==> config.mk <==
export PLATFORM = sky130hd
export DESIGN_NAME = octal_request_arbiter_flat
export DESIGN_NICKNAME = d
export VERILOG_FILES = /design/src/rtl/arb_pkg.sv /design/src/rtl/octal_request_arbiter_if.sv /design/src/rtl/arb_priority_pick.sv /design/src/rtl/octal_request_arbiter.sv /design/src/flat_wrapper.sv
export SDC_FILE = /design/constraint.sdc
export NUM_CORES = 1
export LEC_CHECK = 0
export ABC_AREA = 1
export CORE_MARGIN = 4
export CORE_UTILIZATION = 53
export DETAILED_ROUTE_END_ITERATION = 8
export HOLD_SLACK_MARGIN = 0.08
export PLACE_DENSITY = 0.81
export SYNTH_ARGS = -nofsm -noshare
export SYNTH_HDL_FRONTEND = slang
export SYNTH_SLANG_ARGS = --single-unit
==> constraint.sdc <==
create_clock -name clk -period 2.6 [get_ports clk]
set_input_delay 0.39 -clock clk [delete_from_list [all_inputs] [get_ports clk]]
set_output_delay 0.39 -clock clk [all_outputs]
set_load 0.1 [all_outputs]
==> src/rtl/arb_pkg.sv <==
// rtl/arb_pkg.sv - shared widths, FSM state type and one-hot helper for octal_request_arbiter
package arb_pkg;

  localparam int N_REQ = 8;
  localparam int IDX_W = 3;

  typedef enum logic [1:0] {
    ST_IDLE,
    ST_GRANT,
    ST_GAP
  } state_t;

  function automatic logic [N_REQ-1:0] onehot(input logic [IDX_W-1:0] idx);
    onehot      = '0;
    onehot[idx] = 1'b1;
  endfunction

endpackage

==> src/rtl/octal_request_arbiter_if.sv <==
// rtl/octal_request_arbiter_if.sv - request/grant bundle between requesters and the arbiter
interface octal_request_arbiter_if;
  import arb_pkg::*;

  logic [N_REQ-1:0] req;
  logic [N_REQ-1:0] grant;
  logic [IDX_W-1:0] grant_idx;
  logic             grant_valid;
  logic             timeout;

  modport master (output req, input grant, input grant_idx, input grant_valid, input timeout);
  modport slave  (input req, output grant, output grant_idx, output grant_valid, output timeout);

endinterface

==> src/rtl/arb_priority_pick.sv <==
// rtl/arb_priority_pick.sv - 8->3 priority encoder, highest rotated position wins
// Request vector is rotated by i_rot before encoding and the index is rotated back afterwards.
module arb_priority_pick
  import arb_pkg::*;
(
  input  logic [N_REQ-1:0] i_req,
  input  logic [IDX_W-1:0] i_rot,
  output logic [IDX_W-1:0] o_idx,
  output logic             o_any
);

  logic [2*N_REQ-1:0] w_dbl;
  logic [N_REQ-1:0]   w_rot;
  logic [IDX_W-1:0]   w_enc;

  // w_rot[j] = i_req[(j + i_rot) mod 8], so position 7 maps to index i_rot-1
  assign w_dbl = {i_req, i_req};
  assign w_rot = w_dbl[{1'b0, i_rot} +: N_REQ];

  always_comb begin
    w_enc = '0;
    for (int j = 0; j < N_REQ; j++) begin
      if (w_rot[j]) w_enc = IDX_W'(j);
    end
  end

  assign o_any = |i_req;
  assign o_idx = w_enc + i_rot;

endmodule

==> src/rtl/octal_request_arbiter.sv <==
// rtl/octal_request_arbiter.sv - 8-way arbiter with hold timeout and release gap
// ROUND_ROBIN_EN: rotate priority so the last granted index becomes lowest.
module octal_request_arbiter
  import arb_pkg::*;
#(
  parameter int HOLD_MAX = 15
)
(
  input  logic                         clk,
  input  logic                         rst,
  octal_request_arbiter_if.slave       bus
);

  localparam int CNT_W = (HOLD_MAX == 0) ? 1 : $clog2(HOLD_MAX + 1);
  localparam logic [CNT_W-1:0] HOLD_LAST = (HOLD_MAX == 0) ? '0 : CNT_W'(HOLD_MAX - 1);
  localparam logic [CNT_W-1:0] CNT_SAT   = '1;

  state_t           r_state, w_state_nxt;
  logic [N_REQ-1:0] r_grant, w_grant_nxt;
  logic [IDX_W-1:0] r_idx, w_idx_nxt;
  logic             r_valid, w_valid_nxt;
  logic             r_timeout, w_timeout_nxt;
  logic [CNT_W-1:0] r_cnt, w_cnt_nxt;

  logic [IDX_W-1:0] w_rot;
  logic [IDX_W-1:0] w_win;
  logic             w_any;

  arb_priority_pick u_pick (
    .i_req (bus.req),
    .i_rot (w_rot),
    .o_idx (w_win),
    .o_any (w_any)
  );

`ifdef ROUND_ROBIN_EN
  logic [IDX_W-1:0] r_ptr;

  always_ff @(posedge clk or posedge rst) begin
    if (rst) begin
      r_ptr <= '0;
    end else if (r_state == ST_IDLE && w_any) begin
      r_ptr <= w_win;
    end
  end

  assign w_rot = r_ptr;
`else
  assign w_rot = '0;
`endif

  always_ff @(posedge clk or posedge rst) begin
    if (rst) begin
      r_state   <= ST_IDLE;
      r_grant   <= '0;
      r_idx     <= '0;
      r_valid   <= 1'b0;
      r_timeout <= 1'b0;
      r_cnt     <= '0;
    end else begin
      r_state   <= w_state_nxt;
      r_grant   <= w_grant_nxt;
      r_idx     <= w_idx_nxt;
      r_valid   <= w_valid_nxt;
      r_timeout <= w_timeout_nxt;
      r_cnt     <= w_cnt_nxt;
    end
  end

  always_comb begin
    w_state_nxt   = r_state;
    w_grant_nxt   = '0;
    w_idx_nxt     = '0;
    w_valid_nxt   = 1'b0;
    w_timeout_nxt = 1'b0;
    w_cnt_nxt     = '0;
    case (r_state)
      ST_IDLE: begin
        if (w_any) begin
          w_state_nxt = ST_GRANT;
          w_grant_nxt = onehot(w_win);
          w_idx_nxt   = w_win;
          w_valid_nxt = 1'b1;
        end
      end
      ST_GRANT: begin
        // a dropped request wins over a simultaneous expiry
        if (!bus.req[r_idx]) begin
          w_state_nxt = ST_GAP;
        end else if ((HOLD_MAX != 0) && (r_cnt == HOLD_LAST)) begin
          w_state_nxt   = ST_GAP;
          w_timeout_nxt = 1'b1;
        end else begin
          w_grant_nxt = r_grant;
          w_idx_nxt   = r_idx;
          w_valid_nxt = 1'b1;
          w_cnt_nxt   = (r_cnt == CNT_SAT) ? r_cnt : r_cnt + 1'b1;
        end
      end
      ST_GAP: begin
        w_state_nxt = ST_IDLE;
      end
      default: begin
        w_state_nxt = ST_IDLE;
      end
    endcase
  end

  assign bus.grant       = r_grant;
  assign bus.grant_idx   = r_idx;
  assign bus.grant_valid = r_valid;
  assign bus.timeout     = r_timeout;

endmodule

==> src/flat_wrapper.sv <==
// flat-port wrapper written by rule: the top's interface ports become plain ports
module octal_request_arbiter_flat import arb_pkg::*;
#(
  parameter int HOLD_MAX = 15
)
  (clk, rst, bus_req, bus_grant, bus_grant_idx, bus_grant_valid, bus_timeout);
  octal_request_arbiter_if bus_i ();
  input  logic clk;
  input  logic rst;
  input wire logic [$bits(bus_i.req)-1:0] bus_req;
  output wire logic [$bits(bus_i.grant)-1:0] bus_grant;
  output wire logic [$bits(bus_i.grant_idx)-1:0] bus_grant_idx;
  output wire logic [$bits(bus_i.grant_valid)-1:0] bus_grant_valid;
  output wire logic [$bits(bus_i.timeout)-1:0] bus_timeout;
  assign bus_i.req = bus_req;
  assign bus_grant = bus_i.grant;
  assign bus_grant_idx = bus_i.grant_idx;
  assign bus_grant_valid = bus_i.grant_valid;
  assign bus_timeout = bus_i.timeout;
  octal_request_arbiter #(.HOLD_MAX(HOLD_MAX)) u_core (.clk(clk), .rst(rst), .bus(bus_i));
endmodule
### Word-level counts from Yosys, hierarchy flattened

Index checks and enable logic that the tools add are counted.

| storage, ports and cells | value |
|---|---|
| flip-flop bits (word level) | 19 |
| latch bits | 0 |
| memory bits (writable) | 0 |
| memory bits (read-only) | 0 |
| output and inout port bits | 13 |
| memories | 0 |

| cells by class | value |
|---|---|
| $add $sub $neg | 1 |
| $mul | 0 |
| divide/modulo/power cells | 0 |
| magnitude comparators | 3 |
| equal/unequal tests | 6 |
| shift operators | 0 |
| multiplexer cells | 34 |
| bitwise logic cells | 0 |
| reduce and logical (&&, ||, !) cells | 4 |

Operators by type and width:

| cell | count |
|---|---|
| 3-bit 2-to-1 mux | 9 |
| 8-bit 2-to-1 mux | 3 |
| 4-bit 2-to-1 mux | 4 |
| 8-bit one-hot mux with 2 select lines | 1 |
| 1-bit 2-to-1 mux | 9 |
| 4-bit == test (second input constant) | 2 |
| 3-bit by 4-bit < comparator with 1-bit output (second input constant) | 2 |
| 8-bit OR reduction | 1 |
| 2-bit 2-to-1 mux | 3 |
| 3-bit one-hot mux with 2 select lines | 1 |
| 4-bit by 1-bit adder with 4-bit output (second input constant) | 1 |
| 4-bit inequality test (second input constant) | 1 |
| 2-bit one-hot mux with 2 select lines | 1 |
| 1-bit binary-select mux with 3-bit select | 1 |
| 1-bit demux with 3-bit select | 1 |
| 3-bit by 1-bit greater-or-equal comparator with 1-bit output (second input constant) | 1 |
| 3-bit inequality test (second input constant) | 1 |
| 2-bit by 1-bit == test with 1-bit output (second input constant) | 1 |
| 2-bit zero test | 1 |
| 2-bit inequality test (second input constant) | 1 |
| 1-bit one-hot mux with 2 select lines | 1 |
| 2-bit AND reduction | 1 |
| 1-bit logical AND | 1 |

### Depth between registers and ports, before layout

Gate-level depths: netlist of the first run.

| depth | value |
|---|---|
| depth after elaboration | 13 |
| depth in mapped cells | 7 |
| gate-level depth less buffers | 7 |

### Hierarchy

A second synthesis of the first run with hierarchy kept.

| second synthesis, totals | value |
|---|---|
| cell total of the unflattened synthesis | 208 |
| area, all modules | 1443.9 um^2 |

By module, submodules not included:

| module | times used | cells an instance | area each (um^2) | seq. area each (um^2) |
|---|---|---|---|---|
| octal_request_arbiter | 1 | 121 | 947.2 | 475.5 |
| arb_priority_pick | 1 | 87 | 496.7 | 0.0 |

### Least setup slack after synthesis of the first run

No wires, ideal clock.

| path | value |
|---|---|
| kind | reg-to-reg |
| start point | register u_core.r_idx[1] (netlist: u_core.bus.grant_idx[1]) |
| end point | register u_core.r_idx[1] (netlist: u_core.bus.grant_idx[1]) |
| library setup time | 0.124 ns |
| data arrival time | 1.709 ns |
| required time | 2.476 ns |
| path slack | 0.767 ns |
| stages on the path, launching flop included | 7 |
| clock period less this slack | 1.833 ns |
| path through | dfrtp_1 inv_1 nand3_2 nand3_4 buf_8 nand4_1 nand2_1 |

| between the ends | value |
|---|---|
| longest elaborated chain between the ends | 4 |
| elaborated cells on any way between the ends | 5 |
| those cells by class | eq/ne: 1; mux: 4 |

Ends and longest elaborated chain:

| what | line | text |
|---|---|---|
| start, declared | octal_request_arbiter.sv:20 | `logic [IDX_W-1:0] r_idx, w_idx_nxt;` |
| start signal, assigned | octal_request_arbiter.sv:63 | `r_idx <= w_idx_nxt;` |
| 1-bit binary-select mux with 3-bit select (*) | octal_request_arbiter.sv:88 | `if (!bus.req[r_idx]) begin` |
| 1-bit 2-to-1 mux (not written as such) (*) | octal_request_arbiter.sv:88 |  |
| 3-bit 2-to-1 mux | octal_request_arbiter.sv:88 |  |
| 3-bit one-hot mux with 2 select lines | octal_request_arbiter.sv:77 | `case (r_state)` |

Mark *: on every way between the ends. The rest lies on a longest branch, timed or not. The select of a mux whose other input is x is not followed.
A chain may end at the register's enable or synchronous reset.

### Worst setup path in the final report of the first run

| path | value |
|---|---|
| start point | register u_core.r_idx[0] (netlist: u_core.bus.grant_idx[0]) |
| end point | output bus_grant_idx[0] |

RTL lines:

| what | line | text |
|---|---|---|
| end, declared | flat_wrapper.sv:12 | `output wire logic [$bits(bus_i.grant_idx)-1:0] bus_grant_idx;` |

No word-level cell between the ends.

==> metrics.md, run 1 <==
| Metric | Value |
|---|---|
| Synthesized area | 1080 um^2 |
| Crit-path max FO | 7 |
| Comb pwr share | 58.2% |
| Pleak | 0.677 nW |
| Post-Layout Cell Count | 180 |
| Worst setup path category | flop to output pin |
| Async SR Flop Fraction | 100% |
| Routed wire length | 2150 um |
| First-pass GRT wire length | 3740 um |
| Placer Congestion | 0.807 |
| Util after Layout | 66.1% |
| Sw power | 0.781 mW |
| Pin count of the biggest net entering global routing | 20 |
| Drt first pass iters | 4 |
| Data arrival time of the worst path | 1.13 ns |
| HPWL Detailed | 1700 um |
| Hold Path Class | primary input to async pin |
| # rows | 16 |
| M1 GR Usage | 22.4% |
| Layout Nets | 164 |
| Layout cells sized above 1 | 20.9% |
| Slowest CP cell | dfrtp_1 |
| CP peak stage delay | 0.49 ns |
| CP bufs+invs | 1 |
| Initial Util | 55.4% |
| Power Density | 1080 nW/um^2 |
| Initial DRC Count | 13 |
| PortBufs | 22 |
| WL/cell | 12.0 um |
| Placed cells | 176 |
| Final Skew | 0.00120 ns |
| ANT nets after route | 0 |
| Die height | 53.1 um |
| Core Area | 1940 um^2 |
| Clock root cell | clkbuf_4 |
| Global route overflow | 0 |
| Yosys warns | 0 |
| Layout Area Growth over Synthesis | 19.3% |
| Pint | 0.610 mW |
| Startpoint Class | flop |
| Place WS | 0.812 ns |
| Syn_nets | 140 |
| Sequence of cells on the critical path | buf_4 |
| Reg-to-reg setup timing slack | 1.27 ns |
| Post-CTS Resized | 0 |
| Sequential power share | 31.2% |
| Status | completed |
| R2R cell count | 5 |
| Ys flop type | dfrtp_1 |
| Post-CTS Setup Bufs | 0 |
| Slew Viols, Final | 0 |
| Post-synthesis sequential area ratio | 44.2% |
| Max frequency | 659 MHz |
| Post-synth EDFFs | 0 |
| Number of antenna violations at the first check in global routing | 0 |
| Clock transition at path regs | 0.11 ns |
| Top cell type's share of synthesized area | 44.2% |
| Post-synth cell types | 21 |
| Hold slack | 0.489 ns |
| Fin crit share | 58.4% |
| Worst-case clock buffer depth | 2 |
| Vias after detailed routing | 927 |
| # clock sinks | 19 |
| Mapped Avg Cell Area | 8.28 um^2 |
| Top Usage Layer GRT | met2 |
| Area leader, netlist | dfrtp_1 |
| Worst IR drop on VDD | 0.745 mV |
| #FFs+latches synth | 19 |
| Unrepaired setup endpoints after global routing | no |
| Vias/cell | 5.15 |
| Crit path required time | 2.21 ns |
| Diode count | 0 |
| Crit. End Element | output pin |
| Horiz. Die Dim | 53.1 um |
| H-tree levels | 1 |
| Net Sw Frac | 56.1% |
| DR DRC count | 0 |
| Vias in the first global route | 881 |
| Synthesized instance count | 130 |
| Hold buffers post-CTS | 0 |
| Number of max-cap violations | 0 |
| Relative slew slack | 54.3% |
| Grt met2 use | 30.8% |
| Met3 track demand over resource | 2.54% |
| R2R Path End | u_core.bus.grant[1] |
| Io pins | 23 |
| Setup Viol. Count Final | 0 |
| Final Critical Period | 1.52 ns |
| CTS buffer count | 3 |
| Final worst slack | 1.08 ns |
| Skew-Pair Late Insertion Delay | 0.29 ns |
| Die Area | 2820 um^2 |
| Top post-synthesis cells by area | dfrtp_1 (44%), nand2_1 (13%), nand4_1 (7.6%), inv_1 (5.6%), nand3_4 (4.9%) |
| Post-route setup TNS | 0 ns |
| GR Util All Layers | 18.0% |
| Cell with the most instances after synthesis | nand2_1 |
| Final Hold Vio Count | 0 |
| CP delay by family, top | flip-flops |
| Clk network pwr share | 10.6% |
| CTS tree | yes |
| FF-to-FF Start | u_core.r_state[0] |
| Slew @ Worst Pin | 0.684 ns |
| Synth cell count leaders | nand2_1 (38), dfrtp_1 (19), inv_1 (16) |
cell families (layout without fill, tap and decap cells):
logic type | Yosys count | in the layout | synth area share, %
flip-flops | 19 | 19 | 44.2
buffers and inverters | 22 | 45 | 10.5
AND/OR/NAND/NOR | 81 | 81 | 40.9
AO/OA/AOI/OAI | 8 | 8 | 4.42
layout by cell type (no fill, tap or decap):
cell type,count
nand2_1,38
nand3_2,4
nor2_2,1
nand2_2,1
nand3_1,9
clkinv_1,1
nand4_1,13
nor2_1,8
inv_1,16
o21ai_1,2
and3_1,1
clkbuf_4,3
inv_2,2
buf_4,13
dfrtp_1,19
clkdlybuf4s50_1,9
nand3_4,3
a21oi_2,2
nor2_4,2
o21ai_0,2
nor3b_1,1
a21oi_1,2
clkinv_2,1
state kept, by name (all words and copies together), names as in the netlist:
signal and flops:
u_core.bus.grant 8, u_core.r_cnt 4, u_core.bus.timeout 1, u_core.bus.grant_idx 3, u_core.bus.grant_valid 1, u_core.r_state 2
power by group through the flow:
stage | registers (mW) | clock network [mW] | logic, mW
3_3_place_gp | 0.439 | 0 | 0.800
6_report | 0.434 | 0.148 | 0.810
4_1_cts | 0.434 | 0.151 | 0.813
5_1_grt | 0.445 | 0.169 | 0.865
2_1_floorplan | 0.735 | 0 | 0.412
3_5_place_dp | 0.440 | 0 | 0.810
metal layers:
metal | part of all wire, % | wire length [um] | vias up
met5 | 0 | 0 | -
met4 | 1.6 | 34 | 0
met3 | 4.5 | 97 | 4
met2 | 51 | 1100 | 18
met1 | 43 | 920 | 432
li1 | - | - | 473
worst max path at each step:
stage	from	to	slack, ns	cells after the start
floorplan	u_core.bus.grant_idx[1]	u_core.bus.grant_idx[1]	0.77	6
global placement	bus_req[7]	u_core.bus.grant[1]	0.82	6
detailed placement	bus_req[7]	u_core.bus.grant[1]	0.81	6
CTS	u_core.bus.grant_idx[0]	bus_grant_idx[0]	1.09	1
global route	bus_req[7]	u_core.bus.grant[1]	0.99	6
finish	u_core.bus.grant_idx[0]	bus_grant_idx[0]	1.08	1
final cells by class:
type / count / area [um^2]
clock buffers: 3 / 22.5
clock inverters: 1 / 5.00
fillers: 169 / 658
inverters: 19 / 71.3
multi-input cells: 89 / 488
flip-flops and latches: 19 / 475
well taps: 27 / 33.8
repair buffers: 22 / 188
through the flow:
step                      cell area [um^2]  power [mW]
after CTS                             1280        1.40
final                                 1280        1.39
after global placement                1260        1.24
after detailed placement              1260        1.25
after global routing                  1280        1.48
after floorplan                       1080        1.15
No activity file was read; power rests on OpenSTA's default activity.
==> run 2, diff against run 1 <==
- CORE_UTILIZATION: 53 -> 49
- PLACE_DENSITY: 0.81 -> 0.75
- clock period: 2.6 -> 1.4 ns (I/O delays scaled with it)
==> run 2 against run 1 <==
Wire length is 29% higher. Sequential power is 100% higher. Worst hold slack worse by 0.26 ns. Clock skew hardly changed. Critical path depth is 1 higher. Core utilization is 14 points higher. Critical path type unchanged. Clock power is 81% higher. Critical endpoint unchanged. Register-to-register slack worse by 1.2 ns. Setup slack worse by 1.0 ns.
==> metrics.md, run 2 (synthesis gave the netlist of run 1 again) <==
| Metric | Value |
|---|---|
| Slew Viols, Final | 0 |
| Worst setup path category | flop to output pin |
| Sequence of cells on the critical path | buf_4, buf_12 |
| Setup Viol. Count Final | 0 |
| Layout Nets | 178 |
| Vias/cell | 5.29 |
| Power Density | 2050 nW/um^2 |
| Most frequent cells in the layout | nand2_1 (37), inv_1 (16), dfrtp_1 (16) |
| Unrepaired setup endpoints after global routing | yes |
| GR Util All Layers | 19.9% |
| Metal2 WL | 1400 um |
| Skew-Pair Late Insertion Delay | 0.29 ns |
| CP delay by family, top | flip-flops |
| Routed wire length | 2770 um |
| Diode count | 0 |
| Layout Area Growth over Synthesis | 50.5% |
| Vias after detailed routing | 1,027 |
| H-tree levels | 1 |
| Slew @ Worst Pin | 0.355 ns |
| Crit. End Element | output pin |
| Io pins | 23 |
| Fillers | 127 |
| Number of max-cap violations | 0 |
| Initial DRC Count | 37 |
| First-pass GRT wire length | 4240 um |
| PortBufs | 22 |
| DR DRC count | 0 |
| Routed wl met3 | 174 um |
| Max reg flops | 8 |
| Die Area | 3010 um^2 |
| WL/cell | 14.3 um |
| Data arrival time of the worst path | 1.14 ns |
| Status | completed |
| CTS tree | yes |
| Placed cell area | 1500 um^2 |
| Clock root cell | clkbuf_4 |
| Final Instance Area | 1620 um^2 |
| Total Power Consumption | 3.31 mW |
| Global route overflow | 0 |
| Fin crit share | 96.7% |
| Clock transition at path regs | 0.10 ns |
| # rows | 16 |
| FF-to-FF Start | u_core.bus.grant_idx[0] |
| Final Critical Period | 1.35 ns |
| HPWL Detailed | 1940 um |
| CP peak stage delay | 0.54 ns |
| Pin count of the biggest net entering global routing | 20 |
| Worst-case clock buffer depth | 2 |
| Core Area | 2020 um^2 |
| ANT nets after route | 0 |
| Final Hold Vio Count | 0 |
| Slowest CP cell | dfrtp_4 |
| Layout cells sized above 1 | 29.3% |
| Relative slew slack | 76.1% |
| Commonest non-fill, non-tap cell in the layout | nand2_1 |
| Die height | 54.9 um |
| Crit. Startpoint | u_core.bus.grant_idx[0] |
| Max frequency | 739 MHz |
| Max layer used | met4 |
| Placer Congestion | 0.846 |
| Initial Util | 53.2% |
| Final Skew | 0.00137 ns |
| Drt first pass iters | 4 |
| Hold Path Class | primary input to async pin |
| Util after Layout | 80.1% |
| Pleak | 0.803 nW |
| CP bufs+invs | 2 |
| Crit-path max FO | 7 |
| Vias in the first global route | 944 |
| Number of antenna violations at the first check in global routing | 0 |
| CTS buffer count | 3 |
| Worst IR drop on VDD | 1.64 mV |
| Hold buffers post-CTS | 0 |
| Crit path required time | 1.19 ns |
| Met1 WL | 1180 um |
| Horiz. Die Dim | 54.9 um |
| # clock sinks | 19 |
| Startpoint Class | flop |
run 2: report_power, final:
group | internal (mW) | total [mW] | leakage (nW) | switching (mW)
Combinational | 0.858 | 2.17 | 0.540 | 1.31
Sequential | 0.694 | 0.873 | 0.248 | 0.179
Clock | 0.111 | 0.268 | 0.0150 | 0.157
run 2: metal layers:
| metal | vias to the layer above | track usage (%) |
|---|---|---|
| met1 | 480 | 25.3 |
| met4 | 0 | 4.56 |
| li1 | 502 | - |
| met5 | - | 0 |
| met2 | 41 | 32.7 |
| met3 | 4 | 6.27 |
run 2: stage by stage:
step                      setup slack (ns)  std cells  hold slack [ns]  setup TNS (ns)
after floorplan                   0.000545        130            0.161               0
after global placement              -0.147        184            0.498          -0.669
after detailed placement            -0.130        184            0.524           -1.02
after CTS                           0.0338        190            0.236               0
after global routing               -0.0423        194            0.242          -0.191
final                               0.0465        194            0.232               0
run 2: cell type report:
class                   count  area [um^2]  share of cell area, %
clock buffers               4         26.3                   1.62
multi-input cells          89          503                   31.1
inverters                  19         73.8                   4.56
well taps                  27         33.8                   2.09
repair buffers             36          498                   30.8
flip-flops and latches     19          484                   29.9
run 2: path summary, 6_finish.rpt:
path | slack, ns | end | cells after the start
min in group clk | 0.54 | u_core.r_cnt[0] | 1
worst min register to register | 0.54 | u_core.r_cnt[0] | 1
worst min-delay path | 0.23 | u_core.bus.grant[0] | 3
max in group asynchronous | 0.94 | u_core.bus.grant_idx[0] | 3
worst max register to register | 0.05 | u_core.bus.grant[3] | 7
worst max-delay path | 0.05 | bus_grant_idx[0] | 2
run 2: worst reg2reg max path, stage by stage, from the launching register on:
cell     delay [ns]
dfrtp_4        0.54
inv_4          0.10
nand2_1        0.09
nand3_2        0.09
nand3_4        0.12
buf_12         0.17
nand4_1        0.08
nand2_1        0.07
run 2: repair_timing:
| action | in CTS | in global routing |
|---|---|---|
| endpoints found under the setup margin | 1 | 17 |
| cloned | 0 | 1 |
| pin swaps | 0 | 8 |
| buffers inserted | 2 | 3 |
| gates resized for setup | 0 | 4 |
| hold endpoints to repair | 0 | 0 |
==> RTL change 1 (config.mk and constraints of run 2) <==
Build with the macro `ROUND_ROBIN_EN` defined.
--- a/src/rtl/octal_request_arbiter.sv
+++ b/src/rtl/octal_request_arbiter.sv
@@ -1,4 +1,6 @@
 // rtl/octal_request_arbiter.sv - 8-way arbiter with hold timeout and release gap
 // ROUND_ROBIN_EN: rotate priority so the last granted index becomes lowest.
+`define ROUND_ROBIN_EN
+
 module octal_request_arbiter
   import arb_pkg::*;
Behaviour: not the same (a bounded check fails within 10 cycles, from zero or initial values and one cycle with rst high).
==> RTL change 1 against run 2 <==
The flow now finishes with violations (setup timing); setup slack worse by 1500 ps; synthesized area up 40%; design area up 66%; non-clock buffer count rose by 42; sequential cell count increased by 3; final cell count up 53%; routed wire length grew to 2.7 times the old value; critical path type is now reg -> reg; clock skew increased by 7.0 ps; global-route usage increased by 12 points; fmax shrank 53%; largest cell class unchanged.
Power is left out: the tool's default activity adds up to more than one toggle a clock period on the data nets, which glitch-free logic cannot reach.
==> RTL change 1: results (changes against run 2) <==
First-pass GRT wire length: 9.87 mm (+130%)
Num sequential: 22 (+3)
Failing checks: setup timing
FF-to-FF path depth: 20 (+13)
PostCTS Resize Cnt: 51 (+51)
Multi-input gates: 141 (+58%)
DP HPWL: 3.43 mm (+77%)
Post-Layout Cell Count: 297 (+53%)
GRT Overall Usage: 31.9% (+12 points)
Critical path class: reg -> reg
Post-synth top cells: 42 x nand2_1, 22 x dfrtp_1, 22 x nand3_1, 16 x inv_1
Post-synthesis cell type count: 33 (+57%)
# Post-CTS Setup Buffers: 9 (+7)
Register Area: 562 um^2 (+16%)
Global Route met2 Usage: 56.2% (+24 points)
Routed wl met3: 748 um (+330%)
Post-synthesis cell count: 185 (+42%)
Clock latency on the worst-skew pair: 330 ps (+40 ps)
Vias in the first global route: 1,912 (+100%)
Place WS: -1420 ps (-1290 ps)
Worst-Margin Slew: 497 ps (+142 ps)
Final WS setup: -1470 ps (-1520 ps)
Worst r2r dst: u_core.bus.grant[7]
Count of plain and timing-repair buffers: 78 (+120%)
Final Util: 94.4% (+14 points)
Signal buffers share of area: 29.7% (-1.1 points)
Area of placed instances: 0.00219 mm^2 (+46%)
Syn nets: 197 (+41%)
Final setup fails: 22 (+22)
Largest net degree at the start of global routing: 14 (-30%)
Grt met1 use: 35.7% (+10 points)
RR Startpoint: u_core.r_ptr[0]
Post-Route WL: 7.56 mm (+170%)
Status: finished, violations left
Setup_tns: -19,930 ps (-19,930 ps)
Clk_skew: 8.41 ps (+7.03 ps)
Wire length on met1: 2.72 mm (+130%)
Met3 Use GR: 6.22% (-0.050 points)
[RTL change 1: changes by cell type in the layout (fill, tap and decap cells not counted), moves of 3 or more]
| cell | run 2 | this run |
|---|---|---|
| buf_4 | 11 | 50 |
| nand2_2 | 1 | 19 |
| nand3_2 | 3 | 20 |
| nand2_1 | 37 | 28 |
| nand4_1 | 13 | 4 |
| nand2_4 | 1 | 9 |
| o21ai_2 | 0 | 6 |
| buf_6 | 0 | 5 |
| inv_1 | 16 | 11 |
| inv_2 | 1 | 5 |
| nand3_1 | 9 | 13 |
| nor2_4 | 2 | 5 |
[RTL change 1: kinds of logic after synthesis]
family	after synthesis	share of synthesized area, %
DFF	22	36.5
xor gates and xnor gates	1	0.581
AOI/OAI and AO/OA	20	8.46
buffers and inverters	23	7.46
and+or+nand+nor	117	44.9
adders and majority gates	2	2.16
==> RTL change 2 (flow settings as in run 2) <==
Made on the original files. Re-encode `state_t` (3 states) as one-hot, 3 bits wide.
--- a/src/rtl/arb_pkg.sv
+++ b/src/rtl/arb_pkg.sv
@@ -5,8 +5,8 @@
   localparam int IDX_W = 3;
 
-  typedef enum logic [1:0] {
-    ST_IDLE,
-    ST_GRANT,
-    ST_GAP
+  typedef enum logic [2:0] {
+    ST_IDLE  = 3'b001,
+    ST_GRANT = 3'b010,
+    ST_GAP   = 3'b100
   } state_t;
 
Behaviour: no difference found for any inputs over 10 cycles, from zero or initial values and one cycle with rst high; not proved beyond that.
==> RTL change 2 against run 2 <==
Worst hold slack got worse by 5.6 ps; routed wire length rose by 0.65%; global-route usage up 0.79 points; power is 8.0% lower; via count rose by 4.9%; design area fell by 0.85%; setup slack barely moved; sequential cell count is 1 higher; synthesized area is 0.93% higher; sequential share of layout area up 1.9 points; clock power rose by 9.3%.
==> RTL change 2: results (changes against run 2) <==
GPL Wtd Cong: 0.866 (+2.4%)
Status: finished, final reports clean
Iter 0 DRT Violations: 32 (-14%)
Grt met1 use: 24.7% (-0.60 points)
Global Route met2 Usage: 36.4% (+3.7 points)
Routed wl met3: 131 um (-25%)
WL met2: 1.44 mm (+2.7%)
Leakage: 0.808 nW (+0.56%)
Place WS: -195 ps (-65.4 ps)
Wire length on met1: 1.19 mm (+1.3%)
Clock latency on the worst-skew pair: 310 ps (+20 ps)
DP HPWL: 2.11 mm (+8.6%)
FILL cells: 142 (+12%)
Clock group total power: 0.293 mW (+9.3%)
Vias in the first global route: 1,062 (+13%)
Maximum VDD drop: 0.00154 V (-6.3%)
GRT busiest layer: met2
Post-synthesis cell type count: 19 (-9.5%)
Synth warnings: 0 (unchanged)
Post-synth top cells: 39 x nand2_1, 20 x inv_1, 19 x dfrtp_1, 13 x nand4_1, 11 x nor2_1
P_comb: 1.86 mW (-14%)
Clock power frac: 9.6% (+1.5 points)
First-pass GRT wire length: 4.47 mm (+5.4%)
Synth top area cells: dfrtp_1 44%, nand2_1 13%, nand4_1 7.5%, inv_1 6.9%, nor2_1 3.8%
Largest net degree at the start of global routing: 21 (+5.0%)
Avg WL per Cell: 13.9 um (-2.9%)
GRT Overall Usage: 20.7% (+0.79 points)
Initial antenna violation count: 0 (unchanged)
Layout net count: 185 (+3.9%)
Maximum fanout along the worst path: 8 (+1)
Sw Share: 49.3% (-0.50 points)
Area of placed instances: 0.00155 mm^2 (+3.1%)
Worst-Margin Slew: 274 ps (-80.4 ps)
# port buffers: 22 (unchanged)
Syn nets: 146 (+4.3%)
Max reg flops: 8 (unchanged)
Via count: 1,077 (+4.9%)
Critical path arrival: 1600 ps (+460 ps)
Clk_skew: 5.40 ps (+4.03 ps)
Layout cells sized above 1: 26.4% (-2.9 points)
Met3 Use GR: 4.56% (-1.7 points)
Async SR Flop Fraction: 100% (unchanged)
Seq/Total Area, Yosys: 46.2% (+2.0 points)
==> RTL change 2: cell count changes in the layout (fill, tap and decap cells not counted), sizes merged, moves of 2 or more <==
cell	run 2	this run
buf	26	28
nor3	0	2
nand3	16	14
inv	18	21
o21ai	4	8
==> RTL change 2: cells by family after synthesis <==
group	synth area share, %
simple gates	37.7
compound gates	5.41
buf+inv	10.7
flops	46.2
==> RTL change 2: worst paths after layout <==
path / start / end / slack, ps / cells past startpoint
setup / recovery: u_core.bus.grant_idx[0] / u_core.bus.timeout / 50 / 6
hold / removal: rst / u_core.bus.grant[1] / 230 / 3
setup reg to reg: u_core.bus.grant_idx[0] / u_core.bus.timeout / 50 / 6
hold reg to reg: u_core.r_cnt[0] / u_core.r_cnt[0] / 480 / 1
max in group asynchronous: rst / u_core.r_state[0] / 900 / 3
min in group clk: u_core.r_cnt[0] / u_core.r_cnt[0] / 480 / 1
==> RTL change 2: stage by stage <==
stage               std cells  utilization (%)
CTS                       200             77.0
global route              201             78.6
detailed placement        196             75.7
global placement          196             75.7
finish                    201             78.6
floorplan                 136                -
==> RTL change 2: worst register-to-register path, delay by kind of cell, from the launching register on <==
family          cells  cell delay, ps
compound gates      1             180
buf+inv             1             150
flops               1             550
simple gates        4             410
==> RTL change 2: repair_timing <==
action | in CTS | in global routing
setup buffers | 0 | 1
endpoints found under the setup margin | 0 | 18
gates resized for setup | 0 | 4
==> RTL change 2: final cells by class <==
type	count	area share, %
Timing Repair Buffer	37	29.9
Multi-Input combinational cell	92	29.7
Inverter	21	4.91
Sequential cell	20	31.8
Tap cell	27	2.10
Clock buffer	4	1.64
